## src/rtl/sram_arbiter.sv

```systemverilog
// -----------------------------------------------------------------------------
// sram_arbiter
//   Two-master arbiter in front of a single-port 32-bit SRAM macro. A granted
//   master drives the macro in the same cycle. A granted read returns its data
//   one cycle later, flagged by that master's RVALID. A master can hold the
//   grant over several cycles with LOCK, for at most MAX_BURST grants.
//
//   Configuration macro:
//     SRAM_ARB_RR_EN  defined   : IDLE ties go to the master that was not
//                                 granted last (round-robin)
//                     undefined : IDLE ties always go to M0 (fixed priority)
//
//   Parameters:
//     AW         SRAM byte-address width (word address is AW-2 bits)
//     MAX_BURST  maximum consecutive locked grants to one master (1..255)
//
//   Ports:
//     HCLK, HRESET        clock, synchronous active-high reset
//     Mn_REQ              access request from master n
//     Mn_LOCK             hold the grant for the following access
//     Mn_WEN[3:0]         byte write enables, 0 = read
//     Mn_ADDR[AW-3:0]     word address
//     Mn_WDATA[31:0]      write data
//     Mn_GNT              access accepted this cycle (combinational)
//     Mn_RVALID           read data valid for master n
//     Mn_RDATA[31:0]      read data (SRAMRDATA, qualified by Mn_RVALID)
//     SRAMRDATA[31:0]     macro read data, one cycle after a read CS
//     SRAMCS, SRAMWEN, SRAMWDATA, SRAMADDR   macro controls
// -----------------------------------------------------------------------------
module sram_arbiter #(
  parameter int AW        = 12,
  parameter int MAX_BURST = 8
) (
  input  logic          HCLK,
  input  logic          HRESET,

  input  logic          M0_REQ,
  input  logic          M0_LOCK,
  input  logic [3:0]    M0_WEN,
  input  logic [AW-3:0] M0_ADDR,
  input  logic [31:0]   M0_WDATA,
  output logic          M0_GNT,
  output logic          M0_RVALID,
  output logic [31:0]   M0_RDATA,

  input  logic          M1_REQ,
  input  logic          M1_LOCK,
  input  logic [3:0]    M1_WEN,
  input  logic [AW-3:0] M1_ADDR,
  input  logic [31:0]   M1_WDATA,
  output logic          M1_GNT,
  output logic          M1_RVALID,
  output logic [31:0]   M1_RDATA,

  input  logic [31:0]   SRAMRDATA,
  output logic          SRAMCS,
  output logic [3:0]    SRAMWEN,
  output logic [31:0]   SRAMWDATA,
  output logic [AW-3:0] SRAMADDR
);

`ifdef SRAM_ARB_RR_EN
  localparam bit RR_EN = 1'b1;
`else
  localparam bit RR_EN = 1'b0;
`endif

  localparam logic [7:0] MAX_B    = 8'(MAX_BURST);
  localparam bit         BURST_EN = (MAX_BURST > 1);

  typedef enum logic [1:0] {IDLE, LOCK0, LOCK1} state_t;

  state_t     state, state_nxt;
  logic [7:0] cnt, cnt_nxt, cnt_inc;
  logic       last;
  logic       tie_m1;
  logic       gnt0, gnt1;
  logic       vld0_p1, vld1_p1;

  assign cnt_inc = cnt + 8'd1;
  // last==1 means M1 was served last, so M0 wins the next tie under round-robin.
  assign tie_m1  = RR_EN & ~last;

  always_comb begin
    gnt0      = 1'b0;
    gnt1      = 1'b0;
    state_nxt = state;
    cnt_nxt   = cnt;
    case (state)
      IDLE: begin
        if (M0_REQ && (!M1_REQ || !tie_m1)) gnt0 = 1'b1;
        else if (M1_REQ)                    gnt1 = 1'b1;
        if (gnt0 && M0_LOCK && BURST_EN) begin
          state_nxt = LOCK0;
          cnt_nxt   = 8'd1;
        end else if (gnt1 && M1_LOCK && BURST_EN) begin
          state_nxt = LOCK1;
          cnt_nxt   = 8'd1;
        end else begin
          cnt_nxt   = 8'd0;
        end
      end
      LOCK0: begin
        // The other master is held off; a missing request ends the lock with a bubble.
        if (M0_REQ) begin
          gnt0 = 1'b1;
          if (M0_LOCK && (cnt_inc < MAX_B)) begin
            cnt_nxt = cnt_inc;
          end else begin
            state_nxt = IDLE;
            cnt_nxt   = 8'd0;
          end
        end else begin
          state_nxt = IDLE;
          cnt_nxt   = 8'd0;
        end
      end
      LOCK1: begin
        if (M1_REQ) begin
          gnt1 = 1'b1;
          if (M1_LOCK && (cnt_inc < MAX_B)) begin
            cnt_nxt = cnt_inc;
          end else begin
            state_nxt = IDLE;
            cnt_nxt   = 8'd0;
          end
        end else begin
          state_nxt = IDLE;
          cnt_nxt   = 8'd0;
        end
      end
      default: begin
        state_nxt = IDLE;
        cnt_nxt   = 8'd0;
      end
    endcase
    if (HRESET) begin
      gnt0 = 1'b0;
      gnt1 = 1'b0;
    end
  end

  always_ff @(posedge HCLK) begin
    if (HRESET) begin
      state   <= IDLE;
      cnt     <= 8'd0;
      last    <= 1'b1;
      vld0_p1 <= 1'b0;
      vld1_p1 <= 1'b0;
    end else begin
      state   <= state_nxt;
      cnt     <= cnt_nxt;
      if (gnt0)      last <= 1'b0;
      else if (gnt1) last <= 1'b1;
      vld0_p1 <= gnt0 & (M0_WEN == 4'h0);
      vld1_p1 <= gnt1 & (M1_WEN == 4'h0);
    end
  end

  // Stage p0: grant drives the macro in the same cycle.
  assign M0_GNT    = gnt0;
  assign M1_GNT    = gnt1;
  assign SRAMCS    = gnt0 | gnt1;
  assign SRAMWEN   = gnt0 ? M0_WEN   : (gnt1 ? M1_WEN   : 4'h0);
  assign SRAMWDATA = gnt0 ? M0_WDATA : (gnt1 ? M1_WDATA : 32'h0);
  assign SRAMADDR  = gnt0 ? M0_ADDR  : (gnt1 ? M1_ADDR  : '0);

  // Stage p1: read data returns from the macro. A reset cycle swallows a
  // pending response so an abandoned burst never delivers data.
  assign M0_RVALID = vld0_p1 & ~HRESET;
  assign M1_RVALID = vld1_p1 & ~HRESET;
  assign M0_RDATA  = SRAMRDATA;
  assign M1_RDATA  = SRAMRDATA;

endmodule

```

## config.mk

```make
export PLATFORM = sky130hd
export DESIGN_NAME = sram_arbiter
export DESIGN_NICKNAME = d
export VERILOG_FILES = /design/src/rtl/sram_arbiter.sv
export SDC_FILE = /design/constraint.sdc
export NUM_CORES = 1
export LEC_CHECK = 0
export CAP_MARGIN = 15
export CORE_AREA = 2 2 94 96
export DETAILED_ROUTE_END_ITERATION = 6
export DIE_AREA = 0 0 96 98
export PLACE_DENSITY = 0.77
export SYNTH_ARGS = -nofsm -noshare
export SYNTH_HDL_FRONTEND = slang
export SYNTH_SLANG_ARGS = --single-unit
```

## constraint.sdc

```tcl
create_clock -name HCLK -period 2.83 [get_ports HCLK]
set_input_delay 0.7075 -clock HCLK [delete_from_list [all_inputs] [get_ports HCLK]]
set_output_delay 0.7075 -clock HCLK [all_outputs]
set_load 0.005 [all_outputs]
```

### Word-level counts from Yosys, hierarchy flattened

Index checks and enable logic that the tools add are counted.

| word-level totals | value |
|---|---|
| input port bits | 130 |
| output and inout port bits | 115 |
| register bits | 12 |

| cells by class | value |
|---|---|
| add/sub/neg operators | 1 |
| multiplexer cells | 29 |
| bitwise gates (word level) | 6 |
| magnitude comparators | 1 |
| reduce and logical (&&, ||, !) cells | 8 |
| equality and inequality tests | 5 |

Operator list:

| kind | count |
|---|---|
| 32-bit 2-to-1 mux | 2 |
| 8-bit 2-to-1 mux | 4 |
| 8-bit case mux with 3 select lines | 1 |
| 10-bit 2-to-1 mux | 2 |
| 2-bit 2-to-1 mux | 6 |
| 1-bit 2-to-1 mux | 9 |
| 3-bit inequality test (second input constant) | 3 |
| 8-bit by 1-bit adder with 8-bit output (second input constant) | 1 |
| 4-bit zero test | 2 |
| 8-bit by 4-bit less-than comparator with 1-bit output (second input constant) | 1 |
| 4-bit 2-to-1 mux | 2 |
| 2-bit case mux with 3 select lines | 1 |
| 1-bit bitwise AND | 4 |
| 1-bit logical AND | 4 |
| 1-bit case mux with 2 select lines | 2 |
| 3-bit AND reduction | 1 |
| 2-bit by 1-bit equality test with 1-bit output (second input constant) | 1 |
| 2-bit equality test (second input constant) | 1 |
| 2-bit zero test | 1 |
| 1-bit inverter | 1 |
| 1-bit bitwise OR | 1 |

### Depth between registers and ports, before layout

| logic depth | value |
|---|---|
| word-level depth | 7 |
| depth in mapped cells | 6 |

### Worst setup path before layout

Ideal clock, no wire load.

| path | value |
|---|---|
| path type | input to output |
| from | in M0_REQ |
| to | out SRAMADDR[0] |
| path buffers | 3 |
| setup slack | 0.587 ns |
| stages | 6 |
| arrival time | 1.536 ns |
| cells stage by stage | nand2b_1 > and3_1 > buf_2 > buf_6 > buf_2 > a22o_1 |

| on the way | value |
|---|---|
| cells in the longest elaborated chain, start to end | 6 |
| elaborated cells between the ends (all ways) | 10 |

Ends and longest elaborated chain:

| what | RTL line | RTL |
|---|---|---|
| start, declared | 37 | `input logic M0_REQ,` |
| 1-bit 2-to-1 mux | 91 | `if (M0_REQ && (!M1_REQ \|\| !tie_m1)) gnt0 = 1'b1;` |
| 1-bit 2-to-1 mux | 89 | `case (state)` |
| 1-bit case mux with 2 select lines | 89 |  |
| 1-bit 2-to-1 mux | 137 | `if (HRESET) begin` |
| 10-bit 2-to-1 mux | 166 | `assign SRAMADDR = gnt0 ? M0_ADDR : (gnt1 ? M1_ADDR : '0);` |
| 10-bit 2-to-1 mux (*) | 166 |  |
| end, declared | 59 | `output logic [AW-3:0] SRAMADDR` |

Mark *: on every way between the ends. The rest lies on a longest branch, timed or not. The select of a mux whose other input is x is not followed.

### Worst setup path in the final report

| path | value |
|---|---|
| from | in M0_REQ |
| to | out SRAMWDATA[28] |

| on the way | value |
|---|---|
| cells in the longest elaborated chain, start to end | 6 |
| elaborated cells between the ends (all ways) | 10 |

Ends and longest elaborated chain:

| what | RTL line | RTL |
|---|---|---|
| 1-bit 2-to-1 mux | 91 |  |
| 1-bit 2-to-1 mux | 89 |  |
| 1-bit case mux with 2 select lines | 89 |  |
| 1-bit 2-to-1 mux | 137 |  |
| 32-bit 2-to-1 mux | 165 | `assign SRAMWDATA = gnt0 ? M0_WDATA : (gnt1 ? M1_WDATA : 32'h0);` |
| 32-bit 2-to-1 mux (*) | 165 |  |
| end, declared | 58 | `output logic [31:0] SRAMWDATA,` |

Marked as above.

==> flow_summary.toml <==
[outcome]
status = "complete, no violations"

[worst_setup_path]
crit_start = "M0_REQ"
worstPathCellList = "clkdlybuf4s15_2 > nand2b_4 > buf_6 > nor2_4 > buf_6 > buf_6 > buf_12 > buf_16 > a22o_1 > dlygate4sd2_1"
cp_top_family = "buffers and inverters"
r2r_start = "state[1]"
cp_num_cells = 10
regToRegEndpoint = "vld1_p1"
rrSetupSlack_ps = 1320
crit_top_cell = "buf_6"
cp_slowest_stage_delay_ps = 260
arrival_ps = 2090
crit_buf_inv = 7
rr_worst_depth = 7
startpoint_type = "input port"
cpMaxStageDelayCell = "dlygate4sd2_1"
cp-endpoint = "SRAMWDATA[28]"
required_ps = 2120
path_class = "input port to primary output"
end_kind = "primary output"
cp_max_fo = 10

[logic_synthesis]
muxShareOfSynthArea = 0.00712
yosysWarnings = 0
synthXorXnorAreaFrac = 0.00623
yosys.area_share.simple = 0.110
async_flop_share = 0
synth_common_cells = "buf_4, a22o_1, dfxtp_1"
synth_area_leaders = "buf_4, a22o_1, dfxtp_1"
yosysMostFrequentCell = "buf_4"
yosysSeqAreaShare = 0.171
synth_top_family_by_area = "buffers and inverters"
synth.distinct_cells = 26
synth_fa_ha_area_frac = 0.00890
synthesis.area_sq_um = 1410
synth_top_cell_area_share = 0.342
synth_ff_type = "dfxtp_1"
synth_top_area_cell = "buf_4"
synth_cells = 171
synth_compound_area_frac = 0.311
syn_avg_cell_area_sq_um = 8.22
synth-edff-count = 0
ys_ff_latch = 12

[power]
power_density_nw_per_um2 = 248
ir_drop_mv = 0.117
cellLeakagePower_uw = 0.00134
finalPower_uw = 711

[grt]
grt_max_degree = 25
overflow = 0
antenna_found_initial = 0
grt_pass1_vias = 1678
grt_util_met1 = 0.128
met3_usage = 0.0162
grtUsageMet2 = 0.213
grt_usage = 0.115
grt_pass1_wl_um = 8400
grt_busiest_layer = "met2"

[floorplan]
die_w_um = 96
ioPinCount = 245
row_count = 34
core_sq_um = 8470
die-area_sq_um = 9410
start_util = 0.166
fp.dieH_um = 98

[clock_tree]
path_clk_slew_ps = 50
cts_sinks = 12
clockBufferDepth = 2
root_buffer = "clkbuf_8"
hold_buffers = 0
cts_buffers = 3
clock_latency_ps = 240
ctsHtreeMaxLevel = 1
cts_tree = "done"

[placement]
dp_worst_setup_slack_ps = -334
place_inst = 368
gp_congestion = 0.668
io_buffers = 148
dp_hpwl_um = 4370

[timing]
period_share = 0.987
finalHoldViolCount = 0
max_freq_mhz = 358
finalWorstSetupSlack_ps = 37.0
finalMaxSlewViolations = 0
whs_ps = 509
period_minus_slack_ps = 2790
skew_ps = 1.68
setup_viol = 0

[flow_run]
max_cap_viol_count = 0

[route]
final_antenna_net_count = 0
drt_pass1_iterations = 4
vias = 1624
routed_via_density = 4.16
wl_per_cell_um = 15.2
drtIter0Drc = 19
finalWirelength_um = 5940
drc_errors = 0

[min_path]
min-delay-start = "state[1]"
min-delay-path-class = "flop to flop"

[final_layout]
nNetsFinal = 414
final_layout_size_suffix_gt1_frac = 0.209
n_antenna_cell = 0
area_growth_pct = 104
stdcell_count = 390
==> cell usage in the layout, fill, tap and decap left out, types with 2 or more instances in the layout <==
| cell type | n |
|---|---|
| clkdlybuf4s50_1 | 98 |
| buf_6 | 6 |
| buf_16 | 2 |
| nor3_1 | 3 |
| nor2_1 | 3 |
| buf_2 | 15 |
| clkbuf_2 | 2 |
| nand4_1 | 2 |
| buf_12 | 5 |
| nand4b_1 | 2 |
| dlygate4sd2_1 | 26 |
| nor2b_1 | 2 |
| dlymetal6s2s_1 | 4 |
| a22o_1 | 46 |
| buf_4 | 15 |
| clkbuf_8 | 4 |
| clkdlybuf4s15_2 | 2 |
| conb_1 | 5 |
| nand2_1 | 6 |
| a21oi_1 | 4 |
| dfxtp_1 | 12 |
==> cell type report <==
class                           count  area, sq um
Multi-Input combinational cell     88          666
Sequential cell                    12          240
Tap cell                          108          135
Clock buffer                        4         55.1
Fill cell                         870         5600
Timing Repair Buffer              178         1770
==> per-layer routing <==
| layer | wire (um) | vias to the layer above |
|---|---|---|
| met1 | 2270 | 749 |
| met5 | 0 | - |
| met2 | 3170 | 76 |
| met3 | 385 | 20 |
| met4 | 111 | 0 |
| li1 | - | 779 |
==> worst min-delay path by stage <==
stage                     to  cells after the start
floorplan           state[1]                      1
global route        state[1]                      1
detailed placement  state[1]                      1
CTS                 state[1]                      1
finish              state[1]                      1
global placement    state[1]                      1
==> timing repair <==
item,CTS,global route
cloned,3,1
setup buffers,9,6
endpoints found under the setup margin,49,16
pin swaps,4,4
resized for setup,109,8
==> registers in the layout, summed over array words and instances, names as in the netlist <==
name / count
vld1_p1: 1
state: 2
cnt: 8
vld0_p1: 1
==> cells by family after synthesis <==
group / count (synthesis)
buffers and inverters: 75
AO/OA/AOI/OAI: 52
AND/OR/NAND/NOR: 28
flip-flops: 12
adder cells (fa/ha/maj): 1
other: 1
XOR/XNOR: 1
multiplexers: 1
==> metrics by stage <==
step	utilization	setup TNS [ps]	instance area, sq um
finish	0.338	0	2870
global route	0.338	-8.21	2870
global placement	0.311	-13670	2640
floorplan	-	0	1420
detailed placement	0.311	-13920	2640
CTS	0.331	-222	2800
==> power breakdown <==
group | internal [uW] | switching [uW] | leakage (uW) | total (uW)
clock | 123 | 62.9 | 0.0000288 | 186
sequential | 175 | 4.20 | 0.0000990 | 179
combinational | 244 | 102 | 0.00121 | 346
No activity file was read; power rests on OpenSTA's default activity.
